$ cat src/rtl/jtag_axi_pkg.sv
// Shared types for the JTAG-to-AXI single-beat master.
// Widths come from `AXI_ADDR_WIDTH / `AXI_DATA_WIDTH (default 32).
`ifndef AXI_ADDR_WIDTH
`define AXI_ADDR_WIDTH 32
`endif
`ifndef AXI_DATA_WIDTH
`define AXI_DATA_WIDTH 32
`endif

package jtag_axi_pkg;

   localparam int AXI_AW   = `AXI_ADDR_WIDTH;
   localparam int AXI_DW   = `AXI_DATA_WIDTH;
   localparam int AXI_SW   = AXI_DW / 8;
   localparam int AXI_IDW  = 4;
   localparam int MAX_SIZE = $clog2(AXI_SW);

   localparam logic [1:0] RESP_OKAY   = 2'b00;
   localparam logic [1:0] RESP_EXOKAY = 2'b01;
   localparam logic [1:0] RESP_SLVERR = 2'b10;
   localparam logic [1:0] RESP_DECERR = 2'b11;

   localparam logic [1:0] BURST_INCR = 2'b01;

   typedef enum logic [2:0] {
      ST_IDLE,
      ST_WR_REQ,
      ST_WR_RESP,
      ST_RD_REQ,
      ST_RD_DATA
   } state_t;

   typedef enum logic [2:0] {
      IDLE_STATUS = 3'd0,
      RUNNING     = 3'd1,
      OKAY        = 3'd2,
      EXOKAY      = 3'd3,
      SLVERR      = 3'd4,
      DECERR      = 3'd5,
      TIMEOUT     = 3'd6
   } status_code_t;

   typedef enum logic {
      TXN_RD = 1'b0,
      TXN_WR = 1'b1
   } txn_type_t;

   typedef struct packed {
      txn_type_t         txn_type;
      logic [2:0]        size;
      logic [AXI_SW-1:0] strb;
   } s_axi_jtag_ctrl_t;

   typedef struct packed {
      logic [AXI_AW-1:0] addr;
      logic [AXI_DW-1:0] data_wr;
      s_axi_jtag_ctrl_t  ctrl;
   } s_axi_jtag_info_t;

   typedef struct packed {
      logic [AXI_DW-1:0] data_rd;
      status_code_t      code;
   } s_axi_jtag_status_t;

   function automatic status_code_t map_resp(input logic [1:0] resp);
      status_code_t c;
      case (resp)
         RESP_OKAY:   c = OKAY;
         RESP_EXOKAY: c = EXOKAY;
         RESP_SLVERR: c = SLVERR;
         default:     c = DECERR;
      endcase
      return c;
   endfunction

endpackage

$ cat src/rtl/jtag_axi_master_fsm.sv
// Single-beat AXI4 master driven by JTAG requests.
// Optional phase timeout enabled by defining JTAG_AXI_TIMEOUT_EN.
module jtag_axi_master_fsm
   import jtag_axi_pkg::*;
#(
   parameter int TIMEOUT_CYCLES = 4096
) (
   input  logic               clk,
   input  logic               rst,
   input  logic               req_valid_i,
   output logic               req_ready_o,
   input  s_axi_jtag_info_t   req_i,
   output s_axi_jtag_status_t status_o,
   input  logic               status_rd_i,
   output logic               awvalid,
   input  logic               awready,
   output logic [AXI_AW-1:0]  awaddr,
   output logic [2:0]         awsize,
   output logic [2:0]         awprot,
   output logic [AXI_IDW-1:0] awid,
   output logic [7:0]         awlen,
   output logic [1:0]         awburst,
   output logic [3:0]         awcache,
   output logic               awlock,
   output logic               wvalid,
   input  logic               wready,
   output logic [AXI_DW-1:0]  wdata,
   output logic [AXI_SW-1:0]  wstrb,
   output logic               wlast,
   input  logic               bvalid,
   output logic               bready,
   input  logic [1:0]         bresp,
   output logic               arvalid,
   input  logic               arready,
   output logic [AXI_AW-1:0]  araddr,
   output logic [2:0]         arsize,
   output logic [2:0]         arprot,
   output logic [AXI_IDW-1:0] arid,
   output logic [7:0]         arlen,
   output logic [1:0]         arburst,
   output logic [3:0]         arcache,
   output logic               arlock,
   input  logic               rvalid,
   output logic               rready,
   input  logic [AXI_DW-1:0]  rdata,
   input  logic [1:0]         rresp,
   input  logic               rlast
);

   state_t             state, state_n;
   s_axi_jtag_info_t   req_q, req_n;
   s_axi_jtag_status_t status_q, status_n;
   logic               aw_done, aw_done_n;
   logic               w_done, w_done_n;
   logic               err_q, err_n;
   logic               accept;
   logic               busy;
   logic               unused_rlast;

   assign unused_rlast = rlast;

   assign busy   = (state != ST_IDLE);
   assign accept = req_valid_i && req_ready_o;

   assign req_ready_o = (state == ST_IDLE);
   assign status_o    = status_q;

   // Valids are pure register decodes, so the payload in req_q stays put.
   assign awvalid = (state == ST_WR_REQ) && !err_q && !aw_done;
   assign wvalid  = (state == ST_WR_REQ) && !err_q && !w_done;
   assign bready  = (state == ST_WR_RESP);
   assign arvalid = (state == ST_RD_REQ) && !err_q;
   assign rready  = (state == ST_RD_DATA);

   assign awaddr  = req_q.addr;
   assign awsize  = req_q.ctrl.size;
   assign awprot  = 3'b000;
   assign awid    = '0;
   assign awlen   = 8'd0;
   assign awburst = BURST_INCR;
   assign awcache = 4'd0;
   assign awlock  = 1'b0;
   assign wdata   = req_q.data_wr;
   assign wstrb   = req_q.ctrl.strb;
   assign wlast   = 1'b1;

   assign araddr  = req_q.addr;
   assign arsize  = req_q.ctrl.size;
   assign arprot  = 3'b000;
   assign arid    = '0;
   assign arlen   = 8'd0;
   assign arburst = BURST_INCR;
   assign arcache = 4'd0;
   assign arlock  = 1'b0;

`ifdef JTAG_AXI_TIMEOUT_EN
   localparam int CW = $clog2(TIMEOUT_CYCLES) + 1;
   logic [CW-1:0] cnt;
   logic          expired;

   assign expired = busy && (cnt == CW'(TIMEOUT_CYCLES - 1));

   always_ff @(posedge clk) begin
      if (rst || (state_n != state)) begin
         cnt <= '0;
      end else if (busy) begin
         cnt <= cnt + 1'b1;
      end
   end
`endif

   always_comb begin
      state_n   = state;
      req_n     = req_q;
      status_n  = status_q;
      aw_done_n = aw_done;
      w_done_n  = w_done;
      err_n     = err_q;
      unique case (state)
         ST_IDLE: begin
            // An accept wins over a simultaneous status read.
            if (accept) begin
               req_n         = req_i;
               err_n         = (req_i.ctrl.size > 3'(MAX_SIZE));
               aw_done_n     = 1'b0;
               w_done_n      = 1'b0;
               status_n.code = RUNNING;
               if (req_i.ctrl.txn_type == TXN_WR) begin
                  state_n = ST_WR_REQ;
               end else begin
                  state_n = ST_RD_REQ;
               end
            end else if (status_rd_i) begin
               status_n.code = IDLE_STATUS;
            end
         end
         ST_WR_REQ: begin
            if (err_q) begin
               status_n.code = SLVERR;
               state_n       = ST_IDLE;
            end else begin
               aw_done_n = aw_done || (awvalid && awready);
               w_done_n  = w_done || (wvalid && wready);
               if (aw_done_n && w_done_n) begin
                  state_n = ST_WR_RESP;
               end
            end
         end
         ST_WR_RESP: begin
            if (bvalid) begin
               status_n.code = map_resp(bresp);
               state_n       = ST_IDLE;
            end
         end
         ST_RD_REQ: begin
            if (err_q) begin
               status_n.code = SLVERR;
               state_n       = ST_IDLE;
            end else if (arready) begin
               state_n = ST_RD_DATA;
            end
         end
         ST_RD_DATA: begin
            if (rvalid) begin
               status_n.data_rd = rdata;
               status_n.code    = map_resp(rresp);
               state_n          = ST_IDLE;
            end
         end
         default: begin
            state_n = ST_IDLE;
         end
      endcase
`ifdef JTAG_AXI_TIMEOUT_EN
      if (expired && (state_n == state)) begin
         status_n.code = TIMEOUT;
         state_n       = ST_IDLE;
      end
`endif
   end

   always_ff @(posedge clk) begin
      if (rst) begin
         state    <= ST_IDLE;
         req_q    <= '0;
         status_q <= '0;
         aw_done  <= 1'b0;
         w_done   <= 1'b0;
         err_q    <= 1'b0;
      end else begin
         state    <= state_n;
         req_q    <= req_n;
         status_q <= status_n;
         aw_done  <= aw_done_n;
         w_done   <= w_done_n;
         err_q    <= err_n;
      end
   end

endmodule

$ cat config.mk
export PLATFORM = sky130hd
export DESIGN_NAME = jtag_axi_master_fsm
export DESIGN_NICKNAME = d
export VERILOG_FILES = /design/src/rtl/jtag_axi_pkg.sv /design/src/rtl/jtag_axi_master_fsm.sv
export SDC_FILE = /design/constraint.sdc
export NUM_CORES = 1
export LEC_CHECK = 0
export ABC_AREA = 1
export CAP_MARGIN = 5
export CORE_AREA = 2 2 121 123
export CTS_CLUSTER_SIZE = 30
export DETAILED_ROUTE_END_ITERATION = 10
export DIE_AREA = 0 0 123 125
export PLACE_DENSITY = 0.85
export SETUP_SLACK_MARGIN = 0.5
export SLEW_MARGIN = 10
export SYNTH_ARGS = -nofsm -noshare
export SYNTH_HDL_FRONTEND = slang
export SYNTH_SLANG_ARGS = --single-unit
$ cat constraint.sdc
create_clock -name clk -period 2.7 [get_ports clk]
set_input_delay 0.27 -clock clk [delete_from_list [all_inputs] [get_ports clk]]
set_output_delay 0.27 -clock clk [all_outputs]
set_load 0.05 [all_outputs]
* Yosys cells after proc, flatten, opt, wreduce, memory -nomap -nowiden
Cells that the tools add are included.
Word-level totals: register bits after elaboration 112, input port bits 118, output and inout port bits 192
Operators by class: order comparisons 1, equality and inequality tests 16, muxes and demuxes 22, reductions and logical operators 24
Operators with widths (number):
- $mux 3 | 12
- $pmux 3 s3 | 2
- $pmux 3 s5 | 1
- $pmux 3 s4 | 1
- $reduce_and 5->1 | 2
- $logic_and 1x1->1 | 8
- $eq 3x2->1 const B | 2
- $ne 2x2->1 const B | 3
- $eq 2x1->1 const B | 2
- $eq 2x2->1 const B | 2
- $logic_not 2->1 | 2
- $ne 2x1->1 const B | 2
- $pmux 1 s2 | 2
- $reduce_and 2->1 | 2
- $reduce_bool 4->1 | 1
- $eq 3x1->1 const B | 1
- $eq 3x3->1 const B | 1
- $gt 3x2->1 const B | 1
- $logic_not 1->1 | 3
- $logic_not 3->1 | 1
- $mux 1 | 3
- $ne 3x1->1 const B | 1
- $ne 3x2->1 const B | 1
- $ne 3x3->1 const B | 1
- other kinds (5) | 6

* Longest topological paths before layout
depth after elaboration 9, depth in mapped cells 10, mapped depth without buffers 10

* Worst setup path after synthesis
Ideal clock, no wire load.
path kind register to output, start register state[1], end output port arvalid, data arrival time 1.540 ns, data required time 2.430 ns, slack 0.890 ns, stages on the path, launching flop included 3, cell sequence dfxtp_1 > nand2_1 > nor3_1
On the way: word-level cells in the longest chain between the ends 2
RTL lines:
- from (decl) | line jtag_axi_master_fsm.sv:50 | state_t state, state_n;
- from (signal assigned) | line jtag_axi_master_fsm.sv:191 | state <= state_n;
- $eq 3x2->1 | line jtag_axi_master_fsm.sv:72 | assign arvalid = (state == ST_RD_REQ) && !err_q;
- $logic_and 1x1->1 | line jtag_axi_master_fsm.sv:72
- to (decl) | line jtag_axi_master_fsm.sv:33 | output logic arvalid,
Every way passes these cells.

* Worst setup path after layout
start register state[1], end output port bready
On the way: word-level cells in the longest chain between the ends 1
RTL lines:
- $eq 3x2->1 | line jtag_axi_master_fsm.sv:71 | assign bready = (state == ST_WR_RESP);
- to (decl) | line jtag_axi_master_fsm.sv:31 | output logic bready,
Every way passes these cells.

==> reports/results.ini <==
[routing]
drcViolationCount = 0
num_vias = 4607
wl_per_cell_um = 14.32
drtIter0Drc = 219
via_per_inst = 4.495
wl_mm = 14.68
firstDrtPassIters = 4
postRouteAntennaNets = 0

[setup_path]
end_kind = output pin
worstSetupPathType = reg2out
cp.required_ps = 2430
path_max_fanout = 5
critPathLaunch = state[1]$_SDFFE_PP0P_
cp-start-kind = flip-flop
timing.rr.start = state[2]$_SDFFE_PP0P_
arrival_ps = 1790

[clock_tree]
insertion_delay_ps = 350
clkTransAtPathRegs_ps = 80
htreeDepth = 3
cts_made_buffers = 9
cts_tree = yes
ctsHoldBuffers = 0
ctsRootBufferMaster = clkbuf_16
clock_path_buffers = 2
clock_sinks = 112
cts_setup_buffers = 0

[timing]
rsz0062_at_grt = false
tns_ps = 0
max_freq_mhz = 486.4
slew_viol_final = 0
tightest_slew_ps = 565.4
fin_crit_ps = 2056
setup_violations = 0
hold_viol = 0
fin_crit_sh = 0.7614
fin_skew_ps = 6.062
slew_headroom = 0.6219

[grt]
overflow = 0
track_usage = 0.1874
grt_pass1_wl_mm = 22.69
grt_pass1_vias = 4440
antenna_found_initial = 1
grt_max_degree = 52

[floorplan]
die_x_um = 123
core-area_um2 = 14200
die_area_um2 = 15380
io_pins = 310
die_y_um = 125
initial_core_util = 0.3383
row_count = 44

[logic_synthesis]
synthCells = 628
synth.distinct_cells = 25
async_reset_ff_frac = 0
syn_avg_cell_area_um2 = 7.651
yosys_warnings = 0
synth_edf_count = 0
synth_ff_type = dfxtp_1
synth_seq_cells = 112
yosysSeqAreaShare = 0.4667
netlist_area_um2 = 4805

[min_path]
min_from = status_o[32]$_SDFFE_PP0P_
hold_class = reg2reg

[job]
cap_violations = 0

[pwr]
ir_worst_vdd_v = 0.0006338
pwr_density_cell_nw_per_um2 = 1060
leakage_uw = 0.002992

[outcome]
outcome = finished, final reports clean

[placement]
place.gp.congestion = 0.7911
dp_hpwl_mm = 10.71
port_buffers = 263
dpl_cell_area_um2 = 7102

[cells_and_area]
area_growth_pct = 54.22
final_layout_size_suffix_gt1_frac = 0.04400
diodes = 0
fill_cells = 1340
design_area_um2 = 7410
nets = 954

[synthesized netlist by cell type, types with 3 or more instances]
master | instances | area, um^2
nor2_1 | 152 | 570.6
dfxtp_1 | 112 | 2242
buf_4 | 81 | 608.1
o21ai_0 | 69 | 345.3
nand2_1 | 61 | 229.0
nand3_1 | 44 | 220.2
a21oi_1 | 37 | 185.2
inv_1 | 17 | 63.81
buf_2 | 16 | 80.08
clkbuf_1 | 14 | 52.55
buf_6 | 7 | 78.83
nand4_1 | 3 | 18.77
[kinds of logic after synthesis]
| kind of cell | synth area share |
|---|---|
| AND/OR/NAND/NOR | 0.2320 |
| buffers and inverters | 0.1854 |
| flip-flops | 0.4667 |
| AO/OA/AOI/OAI | 0.1143 |
| other | 0.001563 |
[through the flow]
step / cells / hold slack (ps) / total power, uW / util / setup slack [ps]
6_report: 1025 / 464.1 / 7857 / 0.5217 / 644.2
5_1_grt: 1025 / 487.3 / 8254 / 0.5217 / 516.9
4_1_cts: 1025 / 463.1 / 7919 / 0.5218 / 407.3
3_5_place_dp: 1009 / 451.6 / 6525 / 0.5000 / 527.4
3_3_place_gp: 1009 / 447.6 / 6473 / 0.5000 / 574.6
2_1_floorplan: 671 / 404.9 / 5363 / - / 890.2
[sequential cells by signal, indices dropped and copies added, names as in the netlist]
register,flops
status_o,35
araddr,32
wdata,32
wstrb,4
arsize,3
state,3
aw_done,1
err_q,1
w_done,1
[power breakdown]
group	total (uW)	switching, uW	leakage, uW	internal, uW
clock	1400	659	0.000149	739
combinational	4200	2930	0.00192	1270
sequential	2260	244	0.000919	2010
[critical path, stage by stage (launching register included)]
cell and delay (ps):
dfxtp_1 440, inv_1 100, nor2_1 160, nand2_1 120
inv_1 90, dlygate4sd2_1 530
[metal layers]
metal / GRT usage / part of all wire
met1: 0.2216 / 0.39
met2: 0.3136 / 0.50
met3: 0.06752 / 0.091
met4: 0.06150 / 0.020
met5: 0 / 0.0010
[final timing paths]
path / slack [ps] / to / cells past startpoint
min: 460 / status_o[32]$_SDFFE_PP0P_ / 2
max: 640 / bready / 5
max reg2reg: 910 / status_o[9]$_SDFFE_PP0P_ / 7
min reg2reg: 460 / status_o[32]$_SDFFE_PP0P_ / 2
[placed cells by master (no fill, tap or decap), drive strengths merged, types with 3 or more instances in the layout]
| cell | n |
|---|---|
| buf | 9 |
| nand3 | 45 |
| inv | 21 |
| nor2 | 154 |
| a21oi | 37 |
| clkdlybuf4s50 | 257 |
| clkinv | 3 |
| nand2 | 63 |
| dlygate4sd2 | 4 |
| clkbuf | 10 |
| conb | 45 |
| nand4 | 3 |
| dfxtp | 112 |
| o21ai | 70 |
[cell type report]
class	instances	area (um^2)	share of cell area
repair buffers	272	2716	0.3666
inverters	19	71.32	0.009625
clock inverters	7	88.84	0.01199
flip-flops and latches	112	2242	0.3026
multi-input cells	422	1836	0.2477
clock buffers	9	225.2	0.03040
well taps	184	230.2	0.03107
[timing repair]
action | 4_1_cts | 5_1_grt
cloned | 0 | 0
gates resized for setup | 8 | 3
setup endpoints to repair | 6 | 2
endpoints found under the hold margin | 0 | 0
(Power assumes the default switching activity.)
